--- src/rtl/i2c_write_arbiter.sv ---
// Round-robin arbiter sharing one 16-bit I2C write engine among NREQ requesters, with NACK retry and timeouts.
// Latency: req to wr_start 1 cycle; completion to next wr_start at least 2 cycles.
// Backpressure: requesters hold req until their cpl_valid; no grant while the writer reports wr_done=0.
//
// Ports:
//   clk, reset             system clock, synchronous active-high reset
//   req, req_data          level request per requester and its packed 16-bit words
//   cpl_valid/id/status    one-cycle completion pulse: 00 ok, 01 nack after retries, 10 timeout
//   busy                   high from grant until the completion cycle
//   wr_start, wr_data      start request and word to the write engine
//   wr_done, wr_ack        write engine idle level and both-bytes-acked flag (valid while wr_done=1)
module i2c_write_arbiter #(
  parameter int NREQ      = 4,
  parameter int ID_W      = 2,
  parameter int MAX_RETRY = 2,
  parameter int RETRY_GAP = 1000,
  parameter int LAUNCH_TO = 2048,
  parameter int BUSY_TO   = 1000000
) (
  input  logic                 clk,
  input  logic                 reset,
  input  logic [NREQ-1:0]      req,
  input  logic [16*NREQ-1:0]   req_data,
  output logic                 cpl_valid,
  output logic [ID_W-1:0]      cpl_id,
  output logic [1:0]           cpl_status,
  output logic                 busy,
  output logic                 wr_start,
  output logic [15:0]          wr_data,
  input  logic                 wr_done,
  input  logic                 wr_ack
);

  localparam int CNT_W = 20;

  typedef enum logic [2:0] {
    S_IDLE,
    S_LAUNCH,
    S_BUSY,
    S_CHECK,
    S_GAP,
    S_DONE
  } state_t;

  state_t            state;
  state_t            state_nxt;
  logic [CNT_W-1:0]  cnt;
  logic [2:0]        retry;
  logic [ID_W-1:0]   grant;
  logic [ID_W-1:0]   rr;
  logic [ID_W-1:0]   pick;
  logic              pick_vld;
  logic [1:0]        status_q;
  logic [1:0]        status_nxt;
  logic [15:0]       data_q;
  logic [15:0]       data_sel;
  int                idx;

  // Round-robin search: walk from rr upward; iterating k downward lets the
  // nearest set bit (smallest offset) overwrite the others.
  always_comb begin
    pick     = '0;
    pick_vld = 1'b0;
    idx      = 0;
    for (int k = NREQ - 1; k >= 0; k--) begin
      idx = int'(rr) + k;
      if (idx >= NREQ) idx = idx - NREQ;
      if (req[ID_W'(idx)]) begin
        pick     = ID_W'(idx);
        pick_vld = 1'b1;
      end
    end
  end

  assign data_sel = req_data[{pick, 4'b0000} +: 16];

  always_comb begin
    state_nxt  = state;
    status_nxt = status_q;
    wr_start   = 1'b0;
    cpl_valid  = 1'b0;
    busy       = 1'b0;
    case (state)
      S_IDLE: begin
        // The writer may still be finishing after a timeout, so wait for idle.
        if (pick_vld && wr_done) state_nxt = S_LAUNCH;
      end
      S_LAUNCH: begin
        wr_start = 1'b1;
        busy     = 1'b1;
        if (!wr_done) begin
          state_nxt = S_BUSY;
        end else if (cnt == CNT_W'(LAUNCH_TO - 1)) begin
          state_nxt  = S_DONE;
          status_nxt = 2'b10;
        end
      end
      S_BUSY: begin
        busy = 1'b1;
        if (wr_done) begin
          state_nxt = S_CHECK;
        end else if (cnt == CNT_W'(BUSY_TO - 1)) begin
          state_nxt  = S_DONE;
          status_nxt = 2'b10;
        end
      end
      S_CHECK: begin
        busy = 1'b1;
        if (wr_ack) begin
          state_nxt  = S_DONE;
          status_nxt = 2'b00;
        end else if (retry < 3'(MAX_RETRY)) begin
          state_nxt = S_GAP;
        end else begin
          state_nxt  = S_DONE;
          status_nxt = 2'b01;
        end
      end
      S_GAP: begin
        busy = 1'b1;
        if (cnt == CNT_W'(RETRY_GAP - 1)) state_nxt = S_LAUNCH;
      end
      S_DONE: begin
        cpl_valid = 1'b1;
        state_nxt = S_IDLE;
      end
      default: state_nxt = S_IDLE;
    endcase
  end

  always_ff @(posedge clk) begin
    if (reset) begin
      state    <= S_IDLE;
      cnt      <= '0;
      retry    <= '0;
      grant    <= '0;
      rr       <= '0;
      status_q <= 2'b00;
      data_q   <= '0;
    end else begin
      state    <= state_nxt;
      status_q <= status_nxt;
      // One counter serves every timed state; it restarts on each state change.
      if (state_nxt != state || state == S_IDLE) cnt <= '0;
      else                                       cnt <= cnt + 1'b1;
      if (state == S_IDLE && state_nxt == S_LAUNCH) begin
        grant  <= pick;
        data_q <= data_sel;
        retry  <= '0;
      end
      if (state == S_CHECK && state_nxt == S_GAP) retry <= retry + 1'b1;
      if (state == S_DONE) rr <= (grant == ID_W'(NREQ - 1)) ? '0 : grant + 1'b1;
    end
  end

  assign wr_data    = data_q;
  assign cpl_id     = grant;
  assign cpl_status = status_q;

endmodule

--- config.mk ---
export PLATFORM = sky130hd
export DESIGN_NAME = i2c_write_arbiter
export DESIGN_NICKNAME = d
export VERILOG_FILES = /design/src/rtl/i2c_write_arbiter.sv
export SDC_FILE = /design/constraint.sdc
export NUM_CORES = 1
export LEC_CHECK = 0
export BUFFER_PORTS_ARGS = -buffer_cell sky130_fd_sc_hd__buf_2
export CAP_MARGIN = 20
export CORE_MARGIN = 2
export CORE_UTILIZATION = 24
export DETAILED_ROUTE_END_ITERATION = 16
export SLEW_MARGIN = 10
export SYNTH_ARGS = -nofsm -noshare
export SYNTH_HDL_FRONTEND = slang
export SYNTH_SLANG_ARGS = --single-unit
--- constraint.sdc ---
create_clock -name clk -period 2.4 [get_ports clk]
set_clock_uncertainty 0.1 [all_clocks]
set_input_delay 0.12 -clock clk [delete_from_list [all_inputs] [get_ports clk]]
set_output_delay 0.12 -clock clk [all_outputs]
set_load 0.005 [all_outputs]
==> report_table.html <==
<table>
<tr><th>Metric</th><th>Value</th></tr>
<tr><th colspan="2">Global routing</th></tr>
<tr><td>GRT Resource Usage Total</td><td>0.109</td></tr>
<tr><td>Antenna violations before repair</td><td>0</td></tr>
<tr><td>Global-route wire length before repair</td><td>10600 um</td></tr>
<tr><td>Largest net degree at the start of global routing</td><td>34</td></tr>
<tr><td>Number of global-route vias before repair</td><td>about 2300</td></tr>
<tr><td>Aggregate global routing overflow</td><td>0</td></tr>
<tr><th colspan="2">Layout</th></tr>
<tr><td>Post-layout nets</td><td>469</td></tr>
<tr><td>Most common library cell in the layout ignoring fill and taps</td><td>sky130_fd_sc_hd__buf_2</td></tr>
<tr><td>Post-route non-filler standard cell count</td><td>between 500 and 600</td></tr>
<tr><td>Share of layout cells above drive strength 1</td><td>0.294</td></tr>
<tr><td>Leading cell types in the layout, fill and taps excluded</td><td>sky130_fd_sc_hd__buf_2, sky130_fd_sc_hd__dfxtp_1, sky130_fd_sc_hd__mux2i_1</td></tr>
<tr><td>Final cell area excluding filler cells</td><td>approximately 3500 sq um</td></tr>
<tr><td>Inserted Diodes</td><td>0</td></tr>
<tr><td>Utilization after layout</td><td>0.320</td></tr>
<tr><td>Area overhead of the layout relative to synthesis</td><td>29.2%</td></tr>
<tr><td>Final-layout fill cell count</td><td>roughly 1200</td></tr>
<tr><th colspan="2">Floorplanning</th></tr>
<tr><td>Die Footprint</td><td>approximately 12000 sq um</td></tr>
<tr><td>Std-Cell Rows</td><td>38</td></tr>
<tr><td>Horizontal die dimension</td><td>110 um</td></tr>
<tr><td>Initial core utilization</td><td>0.248</td></tr>
<tr><td>Count of pins on the block boundary</td><td>between 90 and 100</td></tr>
<tr><td>Die Span Y</td><td>110 um</td></tr>
<tr><td>Placeable Area</td><td>roughly 11000 sq um</td></tr>
<tr><th colspan="2">Placement</th></tr>
<tr><td>Instance area at placement</td><td>3350 sq um</td></tr>
<tr><td>Cell Count Post-Placement</td><td>~530</td></tr>
<tr><td>Worst slack at placement</td><td>between 0.09 and 0.1 ns</td></tr>
<tr><td>Half-perimeter wire length after detailed placement</td><td>5290 um</td></tr>
<tr><td>Count of buffers from port buffering</td><td>94</td></tr>
<tr><td>Routability Congestion</td><td>about 0.85</td></tr>
<tr><th colspan="2">Power</th></tr>
<tr><td>Leakage power</td><td>about 1.4 nW</td></tr>
<tr><td>Power per cell area</td><td>approximately 540 nW/um^2</td></tr>
<tr><td>Total Power</td><td>between 1.5 and 2 mW</td></tr>
<tr><td>IR Drop Worst-Case VDD</td><td>slightly above 300 uV</td></tr>
<tr><th colspan="2">Min path</th></tr>
<tr><td>Startpoint of the tightest hold check path</td><td>req_data[47]</td></tr>
<tr><td>Tightest Hold Check Type</td><td>input pin to register</td></tr>
<tr><th colspan="2">Timing</th></tr>
<tr><td>Relative slew margins</td><td>0.587</td></tr>
<tr><td>Final setup vio count</td><td>0</td></tr>
<tr><td>Worst-case hold slack</td><td>~0.035 ns</td></tr>
<tr><td>Final hold violations</td><td>0</td></tr>
<tr><td>Sum of negative setup slack</td><td>0 ns</td></tr>
<tr><td>Final critical path time including I/O delays and setup</td><td>around 2.2 ns</td></tr>
<tr><td>Maximum operating frequency</td><td>between 400 and 500 MHz</td></tr>
<tr><td>Share of the clock period used by the worst path after layout</td><td>0.931</td></tr>
<tr><td>Pins over their slew limit</td><td>0</td></tr>
<tr><td>Slew @ Worst Pin</td><td>between 0.6 and 0.7 ns</td></tr>
<tr><td>Setup repair after global routing missed its margin</td><td>false</td></tr>
<tr><td>Setup WS post-layout</td><td>0.167 ns</td></tr>
<tr><th colspan="2">Critical path</th></tr>
<tr><td>Sort of element at the start of the critical path</td><td>register</td></tr>
<tr><td>CP Launch Point</td><td>cnt[11]</td></tr>
<tr><td>Required time at the worst-slack endpoint</td><td>2.47 ns</td></tr>
<tr><td>Arrival time at the worst endpoint</td><td>about 2.3 ns</td></tr>
<tr><td>Critical path fanouts, max</td><td>8</td></tr>
<tr><td>Reg-to-reg startpoint</td><td>cnt[11]</td></tr>
<tr><td>Category of the critical setup timing path</td><td>register to register</td></tr>
<tr><td>Capturing element type of the critical path</td><td>register</td></tr>
<tr><th colspan="2">CTS</th></tr>
<tr><td>Number of levels in the clock H-tree</td><td>2</td></tr>
<tr><td>CTS tree</td><td>done</td></tr>
<tr><td>Total clock sinks</td><td>48</td></tr>
<tr><td>Post-CTS Hold Fix Bufs</td><td>0</td></tr>
<tr><td>Clock slew at the register clock pins of the worst setup and hold paths</td><td>0.07 ns</td></tr>
<tr><td>Clock latency reported for the late side of the worst-skew pair</td><td>about 0.29 ns</td></tr>
<tr><td>Library cell used as clock root buffer</td><td>sky130_fd_sc_hd__clkbuf_16</td></tr>
<tr><td>Number of buffers inserted by post-CTS setup repair</td><td>0</td></tr>
<tr><td>CTS Buffer Depth</td><td>2</td></tr>
<tr><td>Post-CTS resize count</td><td>0</td></tr>
<tr><td>TritonCTS Buffers</td><td>5</td></tr>
<tr><th colspan="2">Route</th></tr>
<tr><td>Final ANT Viol Nets</td><td>0</td></tr>
<tr><td>Routed wirelength normalized by instance count</td><td>13.1 um</td></tr>
<tr><td>Overall via count from detail_route</td><td>about 2600</td></tr>
<tr><td>Wirelength, routed</td><td>6970 um</td></tr>
<tr><td>Via-to-Cell Ratio</td><td>4.87</td></tr>
<tr><td>Iteration-0 DRC Markers</td><td>113</td></tr>
<tr><td>DR pass1 iterations</td><td>4</td></tr>
<tr><td>Drc violations</td><td>0</td></tr>
<tr><th colspan="2">Logic synthesis</th></tr>
<tr><td>Sequential share of the synthesized area</td><td>0.355</td></tr>
<tr><td>Proportion of synthesized flip-flops having asynchronous set or reset</td><td>0</td></tr>
<tr><td>Number of synthesized register bits</td><td>48</td></tr>
<tr><td>Predominant post-synthesis flop cell</td><td>sky130_fd_sc_hd__dfxtp_1</td></tr>
<tr><td>Biggest area contributors in the synthesized netlist</td><td>sky130_fd_sc_hd__dfxtp_1, sky130_fd_sc_hd__mux2i_1, sky130_fd_sc_hd__o221ai_1, sky130_fd_sc_hd__nand3b_1, sky130_fd_sc_hd__nor2_1</td></tr>
<tr><td>Area fraction of the dominant cell type after synthesis</td><td>0.355</td></tr>
<tr><td>Area of the mapped netlist</td><td>~2700 sq um</td></tr>
<tr><td>Post-synth EDFFs</td><td>0</td></tr>
<tr><td>Synth Warn #</td><td>0</td></tr>
<tr><td>Nets in the synthesized netlist</td><td>381</td></tr>
<tr><td>Cell variety after synth</td><td>49</td></tr>
<tr><td>Synth Area per Inst</td><td>about 8.9 sq um</td></tr>
<tr><td>Post-synthesis cell type with the largest combined area</td><td>sky130_fd_sc_hd__dfxtp_1</td></tr>
<tr><td>Synthesized instance count</td><td>between 300 and 400</td></tr>
<tr><th colspan="2">Flow run</th></tr>
<tr><td># Max-Cap Violations</td><td>0</td></tr>
<tr><th colspan="2">Status</th></tr>
<tr><td>Run status</td><td>finished, final reports clean</td></tr>
</table>
cell usage after synthesis (all sizes together), types with 3 or more instances:
master,instances
clkbuf,13
and3,4
nor3,18
inv,7
nand2b,4
a21oi,6
xor2,7
nand2,13
xnor2,12
ha,4
mux2i,36
nor2,33
or4,5
nand3b,18
nor4,3
o221ai,16
nand3,6
dfxtp,48
nand4,7
nor2b,3
buf,7
layer usage:
metal	wire length (um)	global-route usage
met5	0	0
met3	372	0.0247
met4	61	0.0241
met2	3440	0.188
met1	3090	0.138
power by group:
| part | internal (mW) | leakage (nW) | total, mW | switching, mW |
|---|---|---|---|---|
| Clock | 0.416 | 0.0772 | 0.714 | 0.298 |
| Combinational | 0.155 | 0.946 | 0.303 | 0.149 |
| Sequential | 0.832 | 0.390 | 0.861 | 0.0288 |
| Total | 1.40 | 1.41 | 1.88 | 0.475 |
worst max-delay path: stages (launching register included):
cell and delay [ns]:
sky130_fd_sc_hd__dfxtp_1 0.34, sky130_fd_sc_hd__or4_1 0.53, sky130_fd_sc_hd__or4_4 0.58, sky130_fd_sc_hd__o31ai_2 0.19, sky130_fd_sc_hd__and3_2 0.31, sky130_fd_sc_hd__nor3_1 0.07
kinds of logic (layout without fill, tap and decap cells):
logic type	Yosys count	count (layout)	share of synthesized area
buf+inv	27	116	0.0411
xor+xnor	19	19	0.0614
fa+ha+maj	4	4	0.0185
simple gates	127	127	0.261
compound gates	43	43	0.127
mux	37	37	0.137
flops	48	48	0.355
registers in the layout, indices dropped and copies added, names as in the netlist:
name	flops
retry	3
wr_data	16
rr	2
cnt	20
state	3
cpl_id	2
cpl_status	2
final timing paths:
kind              slack (ns)  cells past startpoint             to
hold reg to reg         0.39                      2  cpl_status[1]
setup / recovery        0.17                      5         cnt[9]
setup reg to reg        0.17                      5         cnt[9]
hold / removal          0.03                      3    wr_data[15]
layout make-up:
class	count	area, sq um	area share
Timing Repair Buffer	101	536	0.153
Clock buffer	6	139	0.0397
Tap cell	140	175	0.0500
Clock inverter	2	13.8	0.00393
Inverter	7	26.3	0.00751
Multi-Input combinational cell	230	1650	0.471
Sequential cell	48	961	0.274
(Power assumes the default switching activity.)
